## src/rtl/seq_mul_feeder_if.sv

```systemverilog
// seq_mul_feeder_if: operand, multiplier and product signals of the feeder
interface seq_mul_feeder_if #(parameter int WIDTH = 8);
  logic               in_valid;
  logic               in_ready;
  logic [WIDTH-1:0]   q_in;
  logic [WIDTH-1:0]   m_in;
  logic               mul_reset;
  logic [WIDTH-1:0]   mul_q;
  logic [WIDTH-1:0]   mul_m;
  logic               mul_bit;
  logic [2*WIDTH-1:0] mul_prod;
  logic               out_valid;
  logic               out_ready;
  logic [2*WIDTH-1:0] out_prod;
  logic               busy;
  modport slave (
    input  in_valid, q_in, m_in, mul_prod, out_ready,
    output in_ready, mul_reset, mul_q, mul_m, mul_bit, out_valid, out_prod, busy
  );
  modport master (
    output in_valid, q_in, m_in, mul_prod, out_ready,
    input  in_ready, mul_reset, mul_q, mul_m, mul_bit, out_valid, out_prod, busy
  );
endinterface

```

## src/rtl/seq_mul_feeder.sv

```systemverilog
// seq_mul_feeder: feeds a serial-bit multiplier one operand pair at a time and captures its product
module seq_mul_feeder #(
  parameter int WIDTH         = 8,
  parameter int SETTLE_CYCLES = 1
) (
  input logic                clk,
  input logic                reset,
  seq_mul_feeder_if.slave    bus
);
  localparam int CMAX = WIDTH > SETTLE_CYCLES ? WIDTH : SETTLE_CYCLES;
  localparam int CW   = $clog2(CMAX + 1);
  typedef enum logic [2:0] {IDLE, CLEAR, SHIFT, SETTLE, DONE} state_t;
  state_t             state_q, state_d;
  logic [CW-1:0]      cnt_q, cnt_d;
  logic [WIDTH-1:0]   sh_q, sh_d;
  logic [WIDTH-1:0]   mq_q, mq_d;
  logic [WIDTH-1:0]   mm_q, mm_d;
  logic [2*WIDTH-1:0] prod_q, prod_d;
  always_ff @(posedge clk) begin
    if (reset) begin
      state_q <= IDLE;
      cnt_q   <= '0;
      sh_q    <= '0;
      mq_q    <= '0;
      mm_q    <= '0;
      prod_q  <= '0;
    end else begin
      state_q <= state_d;
      cnt_q   <= cnt_d;
      sh_q    <= sh_d;
      mq_q    <= mq_d;
      mm_q    <= mm_d;
      prod_q  <= prod_d;
    end
  end
  always_comb begin
    state_d = state_q;
    cnt_d   = cnt_q;
    sh_d    = sh_q;
    mq_d    = mq_q;
    mm_d    = mm_q;
    prod_d  = prod_q;
    unique case (state_q)
      IDLE: if (bus.in_valid) begin
        mq_d    = bus.q_in;
        mm_d    = bus.m_in;
        sh_d    = bus.m_in;
        state_d = CLEAR;
      end
      CLEAR: begin
        cnt_d   = '0;
        state_d = SHIFT;
      end
      SHIFT: begin
        sh_d    = sh_q >> 1;
        cnt_d   = cnt_q == CW'(WIDTH - 1) ? '0 : cnt_q + 1'b1;
        state_d = cnt_q == CW'(WIDTH - 1) ? SETTLE : SHIFT;
      end
      SETTLE: begin
        cnt_d   = cnt_q == CW'(SETTLE_CYCLES - 1) ? '0 : cnt_q + 1'b1;
        state_d = cnt_q == CW'(SETTLE_CYCLES - 1) ? DONE : SETTLE;
        prod_d  = cnt_q == CW'(SETTLE_CYCLES - 1) ? bus.mul_prod : prod_q;
      end
      DONE: state_d = bus.out_ready ? IDLE : DONE;
    endcase
  end
  // the serial bit is only live in SHIFT, so the multiplier sees zeros while clearing and settling
  assign bus.mul_bit   = state_q == SHIFT && sh_q[0];
  assign bus.mul_reset = reset || state_q == CLEAR;
  assign bus.in_ready  = state_q == IDLE;
  assign bus.out_valid = state_q == DONE;
  assign bus.busy      = state_q != IDLE;
  assign bus.mul_q     = mq_q;
  assign bus.mul_m     = mm_q;
  assign bus.out_prod  = prod_q;
endmodule

```

## src/flat_wrapper.sv

```systemverilog
// flat-port wrapper written by rule: the top's interface ports become plain ports
module seq_mul_feeder_flat 
#(
  parameter int WIDTH         = 8,
  parameter int SETTLE_CYCLES = 1
)
  (clk, reset, bus_in_valid, bus_q_in, bus_m_in, bus_mul_prod, bus_out_ready, bus_in_ready, bus_mul_reset, bus_mul_q, bus_mul_m, bus_mul_bit, bus_out_valid, bus_out_prod, bus_busy);
  seq_mul_feeder_if #(.WIDTH(WIDTH)) bus_i ();
  input logic clk;
  input logic reset;
  input wire logic [$bits(bus_i.in_valid)-1:0] bus_in_valid;
  input wire logic [$bits(bus_i.q_in)-1:0] bus_q_in;
  input wire logic [$bits(bus_i.m_in)-1:0] bus_m_in;
  input wire logic [$bits(bus_i.mul_prod)-1:0] bus_mul_prod;
  input wire logic [$bits(bus_i.out_ready)-1:0] bus_out_ready;
  output wire logic [$bits(bus_i.in_ready)-1:0] bus_in_ready;
  output wire logic [$bits(bus_i.mul_reset)-1:0] bus_mul_reset;
  output wire logic [$bits(bus_i.mul_q)-1:0] bus_mul_q;
  output wire logic [$bits(bus_i.mul_m)-1:0] bus_mul_m;
  output wire logic [$bits(bus_i.mul_bit)-1:0] bus_mul_bit;
  output wire logic [$bits(bus_i.out_valid)-1:0] bus_out_valid;
  output wire logic [$bits(bus_i.out_prod)-1:0] bus_out_prod;
  output wire logic [$bits(bus_i.busy)-1:0] bus_busy;
  assign bus_i.in_valid = bus_in_valid;
  assign bus_i.q_in = bus_q_in;
  assign bus_i.m_in = bus_m_in;
  assign bus_i.mul_prod = bus_mul_prod;
  assign bus_i.out_ready = bus_out_ready;
  assign bus_in_ready = bus_i.in_ready;
  assign bus_mul_reset = bus_i.mul_reset;
  assign bus_mul_q = bus_i.mul_q;
  assign bus_mul_m = bus_i.mul_m;
  assign bus_mul_bit = bus_i.mul_bit;
  assign bus_out_valid = bus_i.out_valid;
  assign bus_out_prod = bus_i.out_prod;
  assign bus_busy = bus_i.busy;
  seq_mul_feeder #(.WIDTH(WIDTH), .SETTLE_CYCLES(SETTLE_CYCLES)) u_core (.clk(clk), .reset(reset), .bus(bus_i));
endmodule
```

## config.mk

```make
export PLATFORM = sky130hd
export DESIGN_NAME = seq_mul_feeder_flat
export DESIGN_NICKNAME = d
export VERILOG_FILES = /design/src/rtl/seq_mul_feeder_if.sv /design/src/rtl/seq_mul_feeder.sv /design/src/flat_wrapper.sv
export SDC_FILE = /design/constraint.sdc
export NUM_CORES = 1
export LEC_CHECK = 0
export ABC_CLOCK_PERIOD_IN_PS = 1400
export BUFFER_PORTS_ARGS = -buffer_cell sky130_fd_sc_hd__buf_4
export CAP_MARGIN = 40
export CORE_MARGIN = 2
export CORE_UTILIZATION = 43
export DETAILED_ROUTE_END_ITERATION = 10
export PLACE_DENSITY = 0.8
export SYNTH_ARGS = -nofsm -noshare
export SYNTH_HDL_FRONTEND = slang
export SYNTH_SLANG_ARGS = --single-unit
```

## constraint.sdc

```tcl
create_clock -name clk -period 1.4 [get_ports clk]
set_clock_uncertainty 0.15 [all_clocks]
set_input_delay 0.21 -clock clk [delete_from_list [all_inputs] [get_ports clk]]
set_output_delay 0.21 -clock clk [all_outputs]
set_load 0.05 [all_outputs]
```

==> results of run 1 <==
metal layers:
| metal | wire length (um) | vias up | part of all wire [%] |
|---|---|---|---|
| met1 | 2680 | 1031 | 38 |
| met2 | 3750 | 89 | 53 |
| li1 | - | 995 | - |
| met3 | 455 | 17 | 6.5 |
| met4 | 141 | 0 | 2.0 |
| met5 | 0 | - | 0 |
worst reg2reg max path: cells and delay by family, from the launching register on:
family,cells,cell delay [ns]
flip-flops,1,0.37
AND/OR/NAND/NOR,2,0.37
buffers and inverters,4,0.57
AO/OA/AOI/OAI,1,0.20
area by class of cell:
type	count	area share, %
Timing Repair Buffer	130	34.6
Multi-Input combinational cell	161	32.0
Sequential cell	47	28.1
Clock buffer	7	2.85
Tap cell	50	1.85
Inverter	3	0.334
Clock inverter	1	0.222
registers in the layout (all words and copies together), names as in the netlist:
register / cells
u_core.sh_q: 8
u_core.cnt_q: 4
u_core.bus.mul_m: 8
u_core.state_q: 3
u_core.bus.out_prod: 16
u_core.bus.mul_q: 8
placed cells by master (no fill, tap or decap), types with 7 or more instances in the layout:
cell type and count:
a21oi_1 25, a21oi_2 11, a31oi_1 7, buf_4 87, buf_6 18, clkbuf_8 7
dfxtp_1 42, dlygate4sd3_1 19, nand2_1 66, nand2_4 10
power groups by stage:
stage                     logic (W)  registers [W]  clock network [W]
after floorplan            0.000485        0.00174                  0
after detailed placement    0.00108        0.00153                  0
final                       0.00157        0.00151           0.000919
after global placement      0.00107        0.00153                  0
after global routing        0.00165        0.00152           0.000979
after CTS                   0.00141        0.00150           0.000935
cells by family after synthesis:
logic type / count (synthesis) / synth area share [%]
flip-flops: 47 / 51.1
adder cells (fa/ha/maj): 2 / 1.36
buffers and inverters: 16 / 5.09
XOR/XNOR: 1 / 0.476
AO/OA/AOI/OAI: 51 / 15.4
AND/OR/NAND/NOR: 107 / 26.6
path summary, 6_finish.rpt:
check | to | slack, ns | depth (start not counted)
worst max-delay path | u_core.bus.mul_q[2] | -0.36 | 7
worst min-delay path | u_core.bus.out_prod[8] | 0.005 | 3
worst max register to register | u_core.bus.mul_q[2] | -0.36 | 7
worst min register to register | u_core.bus.out_prod[9] | 0.31 | 2
per-stage QoR:
step | setup TNS (ns) | instances | power (W) | utilization (%) | hold WS, ns
4_1_cts | -8.28 | 397 | 0.00385 | 80.0 | 0.000780
2_1_floorplan | -2.76 | 224 | 0.00222 | - | 0.196
5_1_grt | -13.14 | 399 | 0.00415 | 83.2 | 0.0101
6_report | -9.93 | 399 | 0.00401 | 83.2 | 0.00523
3_3_place_gp | -4.62 | 355 | 0.00260 | 64.2 | 0.292
3_5_place_dp | -5.74 | 355 | 0.00262 | 64.2 | 0.298
repair_timing:
| item | 4_1_cts | 5_1_grt |
|---|---|---|
| setup buffers | 13 | 3 |
| pin swaps | 11 | 37 |
| gates cloned | 2 | 0 |
| hold endpoints to repair | 19 | 0 |
| endpoints found under the setup margin | 50 | 52 |
| hold buffers | 19 | 0 |
| resized for setup | 44 | 32 |
==> results.yml, run 1 <==
power_and_ir_drop:
  switching_power_w: 0.00143
  power.share.switching_pct: 35.6
  p_clk_share_pct: 22.9
  power_leakage_nw: 1.44
  powerDensity_nw_per_um2: 1190
  cell_internal_pwr_w: 0.00258
  share_comb_of_total_power_pct: 39.3
  seq_power_share_pct: 37.8
  peakVddDrop_v: 0.00106
critical_path:
  worst_path_fanout_max: 8
  start_kind: "flop"
  cp-startpoint: "u_core.state_q[2]"
  worst-endpoint-arrival_ns: 1.83
  required_ns: 1.48
  worst_path_cell_chain: "buf_12, buf_6, nor4b_4, buf_6, buf_12, nand2_2, a21oi_2"
  cp_top_family: "buffers and inverters"
  timing.critical_path.buf_inv: 4
  r2r_start: "u_core.state_q[2]"
  slowest_cp_cell: "dfxtp_4"
  timing.setup.critical_path_class: "reg2reg"
  timing.critical_path.to_type: "flop"
  max_stage_delay_ns: 0.37
worst_hold_path:
  min-delay-start: "bus_mul_prod[8]"
  timing.hold.worst.class: "in2reg"
synthesis:
  synth_nets: 262
  synth-async-reset-ratio_pct: 0
  synthesis.yosys.warnings: 0
  average_cell_area_after_synthesis_um2: 8.22
  post_synth_most_frequent_cells: "nand2_1, dfxtp_1, a21oi_1"
  synth_most_common_cell: "nand2_1"
  seq_area_frac_synth_pct: 51.1
  post_synth_inst_count: 224
  synth.top_cell.area_share_pct: 51.1
  synth_area_leaders: "dfxtp_1, nand2_1, a21oi_1"
  postSynthRegisterBits: 47
  synth_area_leader_cell: "dfxtp_1"
  synth_edf_count: 0
  synth_ff_type: "dfxtp_1"
  synth.lib_cells_used.distinct: 30
  netlist_area_um2: 1840
floorplanning:
  core_ar_um2: 4060
  starting_density_pct: 45.4
  die_footprint_um2: 4820
  die_height_um: 69.4
  dieWidth_um: 69.4
  rows: 23
  floorplan.io_pins: 73
place:
  pre_cts_ws_ns: -0.284
  place.detailed.hpwl_mm: 3.20
  portBuffers: 72
  gp_routability_congestion: 0.781
  placed_area_um2: 2610
timing:
  clock.fmax_ghz: 0.570
  grt_setup_unrepaired: "yes"
  post_layout_worst_setup_margin_ns: -0.355
  final-setup-viol-count: 50
  layout_worst_path_cycle_share_pct: 125
  maxSlewViolCount: 0
  finalHoldViolCount: 0
  period_minus_slack_ns: 1.76
  worst_slew_margin_rel_pct: 77.4
  tightestPinTransition_ns: 0.339
layout:
  area_of_combinational_cells_with_multiple_inputs_um2: 1080
  layout-drive-gt1-share_pct: 49.0
  fin_nets: 386
  num_antenna_cells: 0
  fillers: 194
  register_area_um2: 950
  areaGrowthSynthToFinish_pct: 83.3
  layout.cell_area.non_filler_um2: 3380
clock_tree:
  buffers_from_clock_root_to_sink_at_most: 2
  tritoncts.num_buffers: 5
  clk_root_buffer_cell: "clkbuf_8"
  h-tree-depth: 2
  cts_tree: "yes"
  cts.reportedPaths.clkPinSlew_ns: 0.09
  clk-insertion-delay-late_ns: 0.31
  cts.sink_count: 47
route:
  drt_first_iter_violations: 134
  drc: 0
  postRouteWirelength_mm: 7.02
  dr.pass1.iters: 5
  via_density: 5.34
  post_drt_wl_per_cell_um: 17.6
  vias: 2132
  postRouteAntennaNets: 0
status:
  result_of_the_run: "finished with violations"
  failed_checks: "negative setup slack"
global_routing:
  antenna_found_initial: 0
  gr-usage-all-layers_pct: 26.1
  grt_max_degree: 27
  number_of_global_route_vias_before_repair: 2131
  groute.layer.met2.usage_pct: 46.3
  grt-busiest-layer: "met2"
  met3_usage_in_global_routing_pct: 6.69
  grt.overflow.total: 0
  grt_pass1_wl_mm: 10.0
  global_routing_usage_on_met1_pct: 28.7
job:
  maxCapViolCount: 0
(Power assumes the default switching activity.)
==> run 2: changes to the inputs <==
--- a/config.mk
+++ b/config.mk
@@ -12,6 +12,7 @@
 export CORE_UTILIZATION = 43
 export DETAILED_ROUTE_END_ITERATION = 10
 export PLACE_DENSITY = 0.8
+export SETUP_SLACK_MARGIN = 0.02
 export SYNTH_ARGS = -nofsm -noshare
 export SYNTH_HDL_FRONTEND = slang
 export SYNTH_SLANG_ARGS = --single-unit
==> results.yml, run 2 (synthesis results as in run 1) <==
status:
  result_of_the_run: "finished with violations"
  failed_checks: "negative setup slack"
layout:
  fin_nets: 367
  layout.cells.most_common_list: "buf_4, nand2_1, dfxtp_1"
  layout.cell_area.non_filler_um2: 3230
  finish.cell_count_without_fillers: 379
  largest_reg_flops: 16
  final_common_cell: "buf_4"
  layout-drive-gt1-share_pct: 54.4
  fillers: 259
  num_antenna_cells: 0
  areaGrowthSynthToFinish_pct: 75.2
  postLayoutCoreUtil_pct: 79.5
place:
  place.detailed.hpwl_mm: 3.21
  numPlacedInstances: 350
  gp_routability_congestion: 0.745
  portBuffers: 72
  placed_area_um2: 2590
clock_tree:
  buffers_from_clock_root_to_sink_at_most: 2
  h-tree-depth: 2
  cts_tree: "yes"
  clk_root_buffer_cell: "clkbuf_8"
  clk-insertion-delay-late_ns: 0.30
  cts.reportedPaths.clkPinSlew_ns: 0.09
  cts.sink_count: 47
  tritoncts.num_buffers: 5
timing:
  hold-worst-slack_ns: 0.000471
  period_minus_slack_ns: 1.64
  worst_slew_margin_rel_pct: 78.4
  layout_worst_path_cycle_share_pct: 117
  post_layout_worst_setup_margin_ns: -0.240
  tightestPinTransition_ns: 0.323
  final-setup-viol-count: 49
  clock.fmax_ghz: 0.610
  grt_setup_unrepaired: "yes"
  finalHoldViolCount: 0
  maxSlewViolCount: 0
global_routing:
  grt_max_degree: 30
  number_of_global_route_vias_before_repair: 1848
  grt.overflow.total: 0
  antenna_found_initial: 0
  gr-usage-all-layers_pct: 22.1
  grt_pass1_wl_mm: 8.72
route:
  postRouteAntennaNets: 0
  post_drt_wl_per_cell_um: 14.8
  top_layer_used: "met4"
  met3_routed_wirelength_um: 325
  wire_length_on_met1_mm: 2.21
  postRouteWirelength_mm: 5.59
  drt_first_iter_violations: 45
  detailroute.wirelength.met2_mm: 3.00
  vias: 1970
  drc: 0
  via_density: 5.20
  dr.pass1.iters: 4
power_and_ir_drop:
  seq_power_share_pct: 38.6
  power.share.switching_pct: 33.7
  powerDensity_nw_per_um2: 1210
  power_leakage_nw: 1.29
  switching_power_w: 0.00132
  cell_internal_pwr_w: 0.00259
  share_comb_of_total_power_pct: 36.5
  p_clk_share_pct: 24.9
  post-layout-total-power_w: 0.00392
  peakVddDrop_v: 0.000942
worst_hold_path:
  timing.hold.worst.class: "in2reg"
critical_path:
  timing.setup.critical_path_class: "reg2out"
  worst_path_fanout_max: 3
  start_kind: "flop"
  worst-endpoint-arrival_ns: 1.28
  required_ns: 1.04
  timing.critical_path.to_type: "output port"
floorplanning:
  dieWidth_um: 69.4
  floorplan.io_pins: 73
  die_footprint_um2: 4820
  core_ar_um2: 4060
  rows: 23
  starting_density_pct: 45.4
  die_height_um: 69.4
job:
  maxCapViolCount: 0
run 2: changes by cell type in the layout (fill, tap and decap cells not counted), moves of 2 or more:
cell	change
a21oi_1	-11
a21oi_2	+11
nand2_1	-5
nand2_4	-10
nand2_2	+15
buf_4	-8
dlygate4sd3_1	-12
clkbuf_8	-2
run 2: cell type report:
cell class / instances / area (um^2) / share of cell area (%)
clock buffer: 5 / 68.8 / 2.13
multi-input combinational: 163 / 1120 / 34.9
tap: 50 / 62.6 / 1.94
timing repair buffer: 109 / 970 / 30.1
sequential: 47 / 952 / 29.5
clock inverter: 2 / 37.5 / 1.16
inverter: 3 / 11.3 / 0.349
run 2: final timing paths:
check                                          from             endpoint  slack, ns  depth (start not counted)
worst max-delay path              u_core.state_q[0]        bus_out_valid      -0.24                          4
worst min-delay path                    bus_q_in[4]  u_core.bus.mul_q[4]     0.0005                          3
worst max register to register    u_core.state_q[0]       u_core.sh_q[6]      -0.14                          7
worst min register to register  u_core.bus.mul_m[0]  u_core.bus.mul_m[0]       0.31                          2
run 2: worst max-delay path, stage by stage, from the launching register on:
cell and delay, ns:
dfxtp_2 0.34, buf_6 0.13, buf_12 0.11, nor3b_4 0.21, buf_6 0.19
run 2: repair_timing:
action                                 in CTS  in global routing
hold buffers                                6                  1
pin swaps                                  10                 13
cloned                                      2                  0
buffers inserted                            8                  5
setup endpoints to repair                  37                 52
gates resized for setup                    37                 47
endpoints found under the hold margin       6                  1
run 2: routing by layer:
layer  global-route usage [%]  up-vias
li1                         -      965
met1                     26.0      936
met3                     5.52        8
met2                     39.3       61
met4                     7.19        0
met5                        0        -
run 2: power by group through the flow:
stage | clock network (W) | logic [W] | registers, W
after global routing | 0.00104 | 0.00152 | 0.00152
after global placement | 0 | 0.00105 | 0.00153
after detailed placement | 0 | 0.00107 | 0.00154
after CTS | 0.000989 | 0.00126 | 0.00151
after floorplan | 0 | 0.000491 | 0.00174
final | 0.000975 | 0.00143 | 0.00151
run 2: per-stage QoR:
stage / setup WS (ns) / TNS [ns]
after floorplan: -0.263 / -2.77
final: -0.240 / -4.56
after global routing: -0.289 / -8.27
after CTS: -0.254 / -3.09
after global placement: -0.266 / -4.11
after detailed placement: -0.346 / -5.25
==> run 3: changes to the inputs <==
--- a/config.mk
+++ b/config.mk
@@ -8,6 +8,7 @@
 export ABC_CLOCK_PERIOD_IN_PS = 1400
 export BUFFER_PORTS_ARGS = -buffer_cell sky130_fd_sc_hd__buf_4
 export CAP_MARGIN = 40
+export CORE_ASPECT_RATIO = 1.75
 export CORE_MARGIN = 2
 export CORE_UTILIZATION = 43
 export DETAILED_ROUTE_END_ITERATION = 10
==> results.yml, run 3 (synthesis results as in run 1) <==
worst_hold_path:
  min-delay-start: "bus_q_in[0]"
  timing.hold.worst.class: "in2reg"
  min_delay_path_depth: 3
  end_point_of_the_worst_hold_path: "u_core.bus.mul_q[0]"
job:
  maxCapViolCount: 0
clock_tree:
  tritoncts.num_buffers: 5
  clk_root_buffer_cell: "clkbuf_8"
  clk-insertion-delay-late_ns: 0.30
  cts.sink_count: 47
  h-tree-depth: 2
  cts_tree: "yes"
  cts.reportedPaths.clkPinSlew_ns: 0.09
  buffers_from_clock_root_to_sink_at_most: 2
critical_path:
  timing.critical_path.to_type: "flop"
  timing.setup.critical_path_class: "reg2reg"
  required_ns: 1.48
  r2r_cell_count: 8
  worst_path_fanout_max: 6
  timing.rr.end: "u_core.bus.mul_q[1]"
  max_stage_delay_ns: 0.34
  worst_path_cell_chain: "buf_6, buf_4, nor4b_4, buf_4, buf_12, buf_12, nand2_2, a21oi_2"
  worst-endpoint-arrival_ns: 1.75
  start_kind: "flop"
  cp-startpoint: "u_core.state_q[0]"
  timing.critical_path.buf_inv: 5
  r2r_start: "u_core.state_q[0]"
  slowest_cp_cell: "dfxtp_2"
  cp_top_family: "buffers and inverters"
  setup.reg_to_reg.worst_slack_ns: -0.27
global_routing:
  grt.overflow.total: 0
  grt_max_degree: 30
  grt_pass1_wl_mm: 8.58
  groute.layer.met2.usage_pct: 42.9
  global_routing_usage_on_met1_pct: 24.4
  antenna_found_initial: 0
  grt-busiest-layer: "met2"
  gr-usage-all-layers_pct: 23.3
  number_of_global_route_vias_before_repair: 1947
  met3_usage_in_global_routing_pct: 3.64
layout:
  layout.cells.most_common_list: "buf_4, nand2_1, dfxtp_1"
  fillers: 229
  areaGrowthSynthToFinish_pct: 84.2
  largest_reg_flops: 16
  fin_nets: 373
  final_common_cell: "buf_4"
  layout-drive-gt1-share_pct: 62.5
  num_antenna_cells: 0
power_and_ir_drop:
  powerDensity_nw_per_um2: 1170
  peakVddDrop_v: 0.000991
  post-layout-total-power_w: 0.00399
  power_leakage_nw: 1.38
timing:
  layout_worst_path_cycle_share_pct: 119
  clock.fmax_ghz: 0.601
  post_layout_worst_setup_margin_ns: -0.265
  period_minus_slack_ns: 1.67
  worst_slew_margin_rel_pct: 70.3
  hold-worst-slack_ns: 0.000598
  grt_setup_unrepaired: "yes"
  finalHoldViolCount: 0
  final-setup-viol-count: 49
  maxSlewViolCount: 0
  tightestPinTransition_ns: 0.445
place:
  portBuffers: 72
  pre_cts_ws_ns: -0.314
  gp_routability_congestion: 0.837
  place.detailed.hpwl_mm: 3.40
floorplanning:
  rows: 31
  dieWidth_um: 53.5
  starting_density_pct: 44.8
  core_ar_um2: 4110
  die_height_um: 90.6
  floorplan.io_pins: 73
  die_footprint_um2: 4840
route:
  drt_first_iter_violations: 54
  postRouteAntennaNets: 0
  vias: 2065
  post_drt_wl_per_cell_um: 18.0
  postRouteWirelength_mm: 6.94
  dr.pass1.iters: 4
  via_density: 5.36
  drc: 0
status:
  failed_checks: "negative setup slack"
  result_of_the_run: "finished with violations"
## run 3: worst min-delay path, cell delays in order
cell and delay [ns]:
buf_4 0.11, nand2_2 0.05, a21oi_2 0.04
## run 3: how the worst max path moves through the flow
stage	endpoint	cells past startpoint
2_1_floorplan	bus_busy	3
6_report	u_core.bus.mul_q[1]	8
3_5_place_dp	u_core.bus.out_prod[9]	6
5_1_grt	u_core.bus.mul_q[1]	8
3_3_place_gp	u_core.bus.out_prod[7]	6
4_1_cts	bus_busy	5
## run 3: cell type report
| cell class | instances | area (um^2) | share of cell area [%] |
|---|---|---|---|
| well taps | 49 | 61.3 | 1.81 |
| flip-flops and latches | 47 | 950 | 28.0 |
| clock buffers | 7 | 86.3 | 2.54 |
| inverters | 3 | 11.3 | 0.332 |
| repair buffers | 114 | 1030 | 30.3 |
| multi-input cells | 164 | 1250 | 36.8 |
| clock inverters | 1 | 8.76 | 0.258 |
## run 3: power breakdown
group	switching (W)	total [W]	internal [W]	leakage, nW
combinational	0.000882	0.00160	0.000716	0.948
sequential	0.0000704	0.00152	0.00144	0.385
clock	0.000467	0.000873	0.000406	0.0484
## run 3: metal layers
metal	wire [um]	up-vias
met4	246	0
li1	-	972
met5	0	-
met2	4160	66
met1	2290	1007
met3	246	20
## run 3: what timing repair did
action                     in CTS  in global routing
buffers inserted               11                  8
gates resized for setup        35                 74
setup endpoints to repair      49                 50
hold endpoints to repair        2                  0
hold buffers                    2                  0
pin swaps                      12                 37
cloned                          2                  2
## run 3: metrics by stage
step	setup TNS [ns]	cell area, um^2	utilization (%)	instances
floorplan	-2.77	1930	-	224
global placement	-4.22	2660	64.7	355
detailed placement	-5.18	2660	64.7	355
CTS	-5.25	3040	74.0	376
global route	-10.38	3390	82.5	385
finish	-8.26	3390	82.5	385
